## config.mk

```make
export PLATFORM = sky130hd
export DESIGN_NAME = imem_loader
export DESIGN_NICKNAME = d
export VERILOG_FILES = /design/src/rtl/imem_loader.sv
export SDC_FILE = /design/constraint.sdc
export NUM_CORES = 1
export LEC_CHECK = 0
export ABC_AREA = 1
export CAP_MARGIN = 10
export CORE_ASPECT_RATIO = 0.7
export CORE_MARGIN = 4
export CORE_UTILIZATION = 40
export CTS_BUF_LIST = sky130_fd_sc_hd__clkbuf_4 sky130_fd_sc_hd__clkbuf_8
export DETAILED_ROUTE_END_ITERATION = 6
export GPL_ROUTABILITY_DRIVEN = 0
export PLACE_DENSITY = 0.62
export RECOVER_POWER = 50
export SLEW_MARGIN = 10
export SYNTH_ARGS = -nofsm -noshare
export SYNTH_HDL_FRONTEND = slang
export SYNTH_SLANG_ARGS = --single-unit
```

## constraint.sdc

```tcl
create_clock -name Clk -period 4.7 [get_ports Clk]
set_input_delay 0.94 -clock Clk [delete_from_list [all_inputs] [get_ports Clk]]
set_output_delay 0.94 -clock Clk [all_outputs]
set_load 0.005 [all_outputs]
```

## src/rtl/imem_loader.sv

```systemverilog
// rtl/imem_loader.sv - byte-stream boot loader for the CPU instruction RAM (optional LOADER_CHECKSUM_EN)
module imem_loader #(
  parameter int DEPTH = 32,
  parameter int AW    = 5
) (
  input  logic          Clk,
  input  logic          Reset,
  input  logic          Start,
  input  logic [7:0]    RxData,
  input  logic          RxValid,
  output logic          RxReady,
  output logic          WE,
  output logic [31:0]   WAddr,
  output logic [31:0]   WData,
  output logic          CpuHold,
  output logic          Done,
  output logic          Error,
  output logic [AW:0]   WordCount
);

  // Header limit as a byte, so the header compare stays 8 bits wide.
  localparam logic [7:0] DEPTH_B = 8'(DEPTH);
  localparam logic [AW:0] ONE    = (AW+1)'(1);

  typedef enum logic [2:0] {
    S_IDLE,
    S_HDR,
    S_DATA,
`ifdef LOADER_CHECKSUM_EN
    S_CHECK,
`endif
    S_DONE,
    S_ERROR
  } state_t;

  state_t       state_q, state_d;
  logic [23:0]  shift_q, shift_d;   // first three bytes of the word in flight
  logic [1:0]   bcnt_q, bcnt_d;     // byte position within the current word
  logic [AW:0]  cnt_q, cnt_d;       // word index, doubles as WordCount
  logic [AW:0]  n_q, n_d;           // word count announced by the header
  logic         we_q, we_d;
  logic [31:0]  waddr_q, waddr_d;
  logic [31:0]  wdata_q, wdata_d;
  logic         rx_ready_q;
  logic         cpu_hold_q;
  logic         done_q;
  logic         error_q;
  logic         xfer;
  logic [31:0]  word;
`ifdef LOADER_CHECKSUM_EN
  logic [7:0]   csum_q, csum_d;
`endif

  assign xfer = RxValid && rx_ready_q;
  assign word = {shift_q, RxData};

  // Next-state and datapath updates for the load sequence.
  always_comb begin
    state_d = state_q;
    shift_d = shift_q;
    bcnt_d  = bcnt_q;
    cnt_d   = cnt_q;
    n_d     = n_q;
    we_d    = 1'b0;
    waddr_d = waddr_q;
    wdata_d = wdata_q;
`ifdef LOADER_CHECKSUM_EN
    csum_d  = csum_q;
`endif
    case (state_q)
      S_IDLE: begin
        if (Start) begin
          state_d = S_HDR;
          cnt_d   = '0;
        end
      end
      S_HDR: begin
        if (xfer) begin
          if (RxData == 8'd0 || RxData > DEPTH_B) begin
            state_d = S_ERROR;
          end else begin
            n_d     = RxData[AW:0];
            cnt_d   = '0;
            bcnt_d  = 2'd0;
`ifdef LOADER_CHECKSUM_EN
            csum_d  = 8'd0;
`endif
            state_d = S_DATA;
          end
        end
      end
      S_DATA: begin
        if (xfer) begin
          shift_d = word[23:0];
          bcnt_d  = bcnt_q + 2'd1;
`ifdef LOADER_CHECKSUM_EN
          csum_d  = csum_q ^ RxData;
`endif
          if (bcnt_q == 2'd3) begin
            // Word complete: the write strobe and the index bump land on the same edge.
            we_d    = 1'b1;
            waddr_d = {{(30-AW){1'b0}}, cnt_q[AW-1:0], 2'b00};
            wdata_d = word;
            cnt_d   = cnt_q + ONE;
            if (cnt_q + ONE == n_q) begin
`ifdef LOADER_CHECKSUM_EN
              state_d = S_CHECK;
`else
              state_d = S_DONE;
`endif
            end
          end
        end
      end
`ifdef LOADER_CHECKSUM_EN
      S_CHECK: begin
        if (xfer) begin
          state_d = (RxData == csum_q) ? S_DONE : S_ERROR;
        end
      end
`endif
      S_DONE, S_ERROR: begin
        if (Start) begin
          state_d = S_HDR;
          cnt_d   = '0;
        end
      end
      default: state_d = S_IDLE;
    endcase
  end

  // State, datapath and registered outputs derived from the next state.
  always_ff @(posedge Clk or posedge Reset) begin
    if (Reset) begin
      state_q    <= S_IDLE;
      shift_q    <= '0;
      bcnt_q     <= '0;
      cnt_q      <= '0;
      n_q        <= '0;
      we_q       <= 1'b0;
      waddr_q    <= '0;
      wdata_q    <= '0;
      rx_ready_q <= 1'b0;
      cpu_hold_q <= 1'b0;
      done_q     <= 1'b0;
      error_q    <= 1'b0;
    end else begin
      state_q    <= state_d;
      shift_q    <= shift_d;
      bcnt_q     <= bcnt_d;
      cnt_q      <= cnt_d;
      n_q        <= n_d;
      we_q       <= we_d;
      waddr_q    <= waddr_d;
      wdata_q    <= wdata_d;
`ifdef LOADER_CHECKSUM_EN
      rx_ready_q <= (state_d == S_HDR) || (state_d == S_DATA) || (state_d == S_CHECK);
      cpu_hold_q <= (state_d == S_HDR) || (state_d == S_DATA) || (state_d == S_CHECK) ||
                    (state_d == S_ERROR);
`else
      rx_ready_q <= (state_d == S_HDR) || (state_d == S_DATA);
      cpu_hold_q <= (state_d == S_HDR) || (state_d == S_DATA) || (state_d == S_ERROR);
`endif
      done_q     <= (state_d == S_DONE);
      error_q    <= (state_d == S_ERROR);
    end
  end

`ifdef LOADER_CHECKSUM_EN
  // Running XOR of the data bytes, compared against the trailing byte.
  always_ff @(posedge Clk or posedge Reset) begin
    if (Reset) begin
      csum_q <= 8'd0;
    end else begin
      csum_q <= csum_d;
    end
  end
`endif

  assign RxReady   = rx_ready_q;
  assign WE        = we_q;
  assign WAddr     = waddr_q;
  assign WData     = wdata_q;
  assign CpuHold   = cpu_hold_q;
  assign Done      = done_q;
  assign Error     = error_q;
  assign WordCount = cnt_q;

endmodule

```

Yosys cells after proc, flatten, opt, wreduce, memory -nomap -nowiden:

Cells that the tools add are included.

* add/sub/neg operators: 2
* $lt $le $gt $ge: 1
* equality and inequality tests: 15
* bitwise logic cells: 1
* muxes and demuxes: 20
* reductions and logical operators: 14

Operator list (count)
* 6-bit 2-to-1 mux: 5
* 3-bit 2-to-1 mux: 6
* 6-bit one-hot mux with 3 select lines: 1
* 3-bit by 2-bit equality test with 1-bit output (second input constant): 4
* 3-bit one-hot mux with 3 select lines: 1
* 8-bit by 6-bit > comparator with 1-bit output (second input constant): 1
* 8-bit logical NOT: 1
* 2-bit != test (second input constant): 4
* 6-bit by 1-bit adder with 6-bit output (second input constant): 1
* 3-bit by 1-bit equality test with 1-bit output (second input constant): 2
* 3-bit equality test (second input constant): 2
* 6-bit equality test: 1
* 2-bit 2-to-1 mux: 3
* 3-bit AND reduction: 2
* 6-bit AND reduction: 1
* 2-bit one-hot mux with 2 select lines: 1
* 4-bit AND reduction: 1
* 3-bit logical NOT: 1
* 1-bit logical OR: 3
* 1-bit 2-to-1 mux: 3
* 3-bit nonzero test: 1
* 3-bit OR reduction: 1
* 2-bit by 1-bit adder with 2-bit output (second input constant): 1
* 2-bit equality test (second input constant): 1
* other kinds (5): 5

* input port bits: 12
* output and inout bits: 75
* register bits after elaboration: 83
* logic and storage cells: 65

Depth between registers and ports, before layout:

* word-level depth: 9
* mapped depth: 13
* gate-level depth less buffers: 13

Worst setup path before layout:

No wires, ideal clock.

* path type: input-to-reg
* start point: input RxValid
* end point: register cpu_hold_q (netlist: CpuHold)
* stages on the path: 9
* arrival time: 1781 ps
* setup slack: 2795 ps
* cells stage by stage: nand2_1 > nor2_1 > nand2_4 > nor2_2 > nand3_1 > nor2_1 > nand2_1 > nand3_1 > nand3_1

* word-level cells in the longest chain between the ends: 6
* elaborated cells on any way between the ends: 9
* classes of those cells: eq/ne (3); mux (3); reduce/logical (3)

Ends and longest elaborated chain
* from (decl): line 10 `input logic RxValid,`
* 1-bit logical AND (*): line 54 `assign xfer = RxValid && rx_ready_q;`
* 3-bit 2-to-1 mux, on equally long branches: line 93, 78
* 3-bit one-hot mux with 3 select lines (*): line 70 `case (state_q)`
* 3-bit by 1-bit equality test with 1-bit output or 3-bit by 2-bit equality test with 1-bit output (tied branches): line 162 `cpu_hold_q <= (state_d == S_HDR) || (state_d == S_DATA) || (state_d == S_ERROR);`
* 1-bit logical OR: line 162
* 1-bit logical OR (*): line 162
* to (signal assigned): line 162
* to (decl): line 45 `logic cpu_hold_q;`

Every way passes the cells marked *; elsewhere a longest branch is shown, timed or not.
A chain may end at the register's enable or synchronous reset.

==> impl_metrics.toml <==
[routing]
drt_iter0_drc = 192
wl_met2_um = 3240
m1WireLength_um = 4120
viasPerCell = 4.54
drc_errors = 0
wire_per_inst_um = 13.3
route.final.wire_length_um = 7890
first_pass_iters = 4
met3WireLength_um = 492
ant_nets = 0
vias = 2695
highest_layer = "met4"

[synth]
synth.area.top_cells = "dfrtp_1 56%, nand2_1 14%, buf_4 5.9%"
syn_avg_cell_area_um2 = 8.94
synthTopCellsByCount = "141 x nand2_1, 83 x dfrtp_1, 38 x o21ai_0"
synth_edf_count = 0
yosysTopAreaCellShare = 0.564
yosys_most_used_dff = "dfrtp_1"
synthArstFlopShare = 1.00
syn-instance-count = 412
synth.distinct_cells = 30
synthesis.area_mm2 = 0.00368
seq_area_frac_synth = 0.564
ys_ff_latch = 83
yosysMostFrequentCell = "nand2_1"
synth_largest_area_cell = "dfrtp_1"
synth_warnings = 0

[run]
drv_cap = 2

[critical_path]
setup.worst_path.end_class = "asynchronous set/reset pin"
criticalPathCategory = "primary input to asynchronous set/reset pin"
cpPeakStageDelay_ns = 1.25
cp_max_fo = 49
crit_required_ns = 5.07
cp-start-kind = "primary input"
critical_path.slowest_cell = "clkinvlp_2"
worstPathCellList = "dlygate4sd3_1, clkinvlp_2, clkbuf_2"
crit_arrival_ns = 3.64

[floorplan]
coreArea_mm2 = 0.00872
start_util = 0.422
die_w_um = 123
die_y_um = 88.3
die-area_mm2 = 0.0108
rows = 28
io-pin-count = 87

[final_layout]
nFillCells = 810
syn_to_final_growth_pct = 22.3
antennaDiodeCount = 0
fin_nets = 483
design_area_mm2 = 0.00451
drive_above_1_share = 0.0738

[global_route]
grt_pass1_vias = 2585
grt_first_pass_wirelength_um = 12800
antenna_found_initial = 0
grtUsageTotal = 0.153
overflow = 0
grt_max_degree = 63

[status]
outcome = "finished, violations left"
failed_checks = "max-capacitance violations, max-slew violations"

[pwr]
cellPowerDensity_mw_per_mm2 = 434
p_sw_mw = 0.556
p_int_mw = 1.40
leakagePower_nw = 2.32
p_comb_frac = 0.182
clkPwrFrac = 0.348
power_frac_seq = 0.470
peakVddDrop_mv = 0.223
p_sw_frac = 0.285

[cts]
clk_pin_slew_worst_paths_ns = 0.09
cts_buffer_depth = 2
post-cts-setup-buffer-count = 0
clkLatencyLatePin_ns = 0.35
cts_tree = "yes"
cts_resized = 0
cts_buffers = 9
cts.sinks = 83
ctsHtreeMaxLevel = 3
cts_root_buffer = "clkbuf_8"
postCtsHoldBufs = 0

[sta]
finalCritPeriodShare = 0.695
final-hold-violation-count = 0
fmax_mhz = 306
rsz0062_at_grt = "no"
fin_worst_skew_ns = 0.00894
setup_tns_ns = 0
slew_violations = 98
relSlewSlack = -0.458
worst_slew_pin_slew_ns = 2.18
setup_violations = 0
period_needed_ns = 3.27

[min_path]
hold_path.class = "register to register"

[place]
io_buffers = 59
hpwl_um = 5610
post_dp_cell_area_mm2 = 0.00425
## placed cells by master (no fill, tap or decap), types with 2 or more instances in the layout
cell type,count
nand2_1,141
conb_1,27
nand3b_1,5
mux2_2,2
clkdlybuf4s50_1,31
o21ai_1,3
o22ai_1,2
dfrtp_1,83
nor2_2,2
nor2_1,15
nand3_1,10
clkbuf_8,10
inv_2,2
dlygate4sd3_1,28
a21oi_1,10
ha_1,2
o21ai_0,44
bufinv_16,4
nand2_2,4
nand4_1,4
inv_1,32
## final cells by class
type | instances | area [um^2] | area share
multi-input combinational | 279 | 1270 | 0.282
tap | 120 | 150 | 0.0333
clock buffer | 10 | 138 | 0.0305
inverter | 35 | 133 | 0.0294
clock inverter | 6 | 136 | 0.0303
timing repair buffer | 61 | 599 | 0.133
sequential | 83 | 2080 | 0.461
## power groups by stage
stage,Combinational (mW),Clock (mW),Sequential [mW]
2_1_floorplan,0.291,0,0.910
3_3_place_gp,0.364,0,0.930
3_5_place_dp,0.373,0,0.932
4_1_cts,0.375,0.703,0.918
5_1_grt,0.416,0.728,0.936
6_report,0.356,0.681,0.918
## worst max-delay path: cells and delay by family
kind / cells / cell delay (ns)
buffers and inverters: 3 / 2.67
## final timing paths
check	from	endpoint	slack (ns)	depth (start not counted)
max	Reset	shift_q[1]	1.43	3
min	shift_q[19]	WData[27]	0.46	2
max reg2reg	state_q[2]	shift_q[23]	2.14	4
min reg2reg	shift_q[19]	WData[27]	0.46	2
max in group Clk	RxValid	shift_q[23]	1.43	6
min in group asynchronous	Reset	WData[19]	1.62	2
## per-layer routing
metal	GRT usage	vias to the layer above
li1	-	1358
met1	0.229	1255
met2	0.210	76
met3	0.0569	6
met4	0.0366	0
met5	0	-
## flip-flops by register name (all words and copies together) (netlist names)
register / flops
WData: 32
shift_q: 24
WordCount: 6
n_q: 6
WAddr: 5
state_q: 3
bcnt_q: 2
CpuHold: 1
Done: 1
Error: 1
RxReady: 1
WE: 1
## logic make-up after synthesis
family,count (synthesis),share of synthesized area
flops,83,0.564
compound gates,62,0.0886
simple gates,186,0.220
other cells,1,0.00102
buf+inv,76,0.113
fa+ha+maj,2,0.00679
mux,2,0.00611
## per-stage QoR
step / power, mW / hold slack [ns] / setup slack [ns] / instances / util
2_1_floorplan: 1.20 / 0.436 / 1.62 / 438 / -
3_3_place_gp: 1.29 / 0.444 / 1.65 / 578 / 0.488
3_5_place_dp: 1.30 / 0.455 / 1.61 / 578 / 0.488
4_1_cts: 2.00 / 0.465 / 1.96 / 594 / 0.519
5_1_grt: 2.08 / 0.480 / 0.919 / 594 / 0.516
6_report: 1.95 / 0.460 / 1.43 / 594 / 0.516
Power figures use the tool's default switching activity.
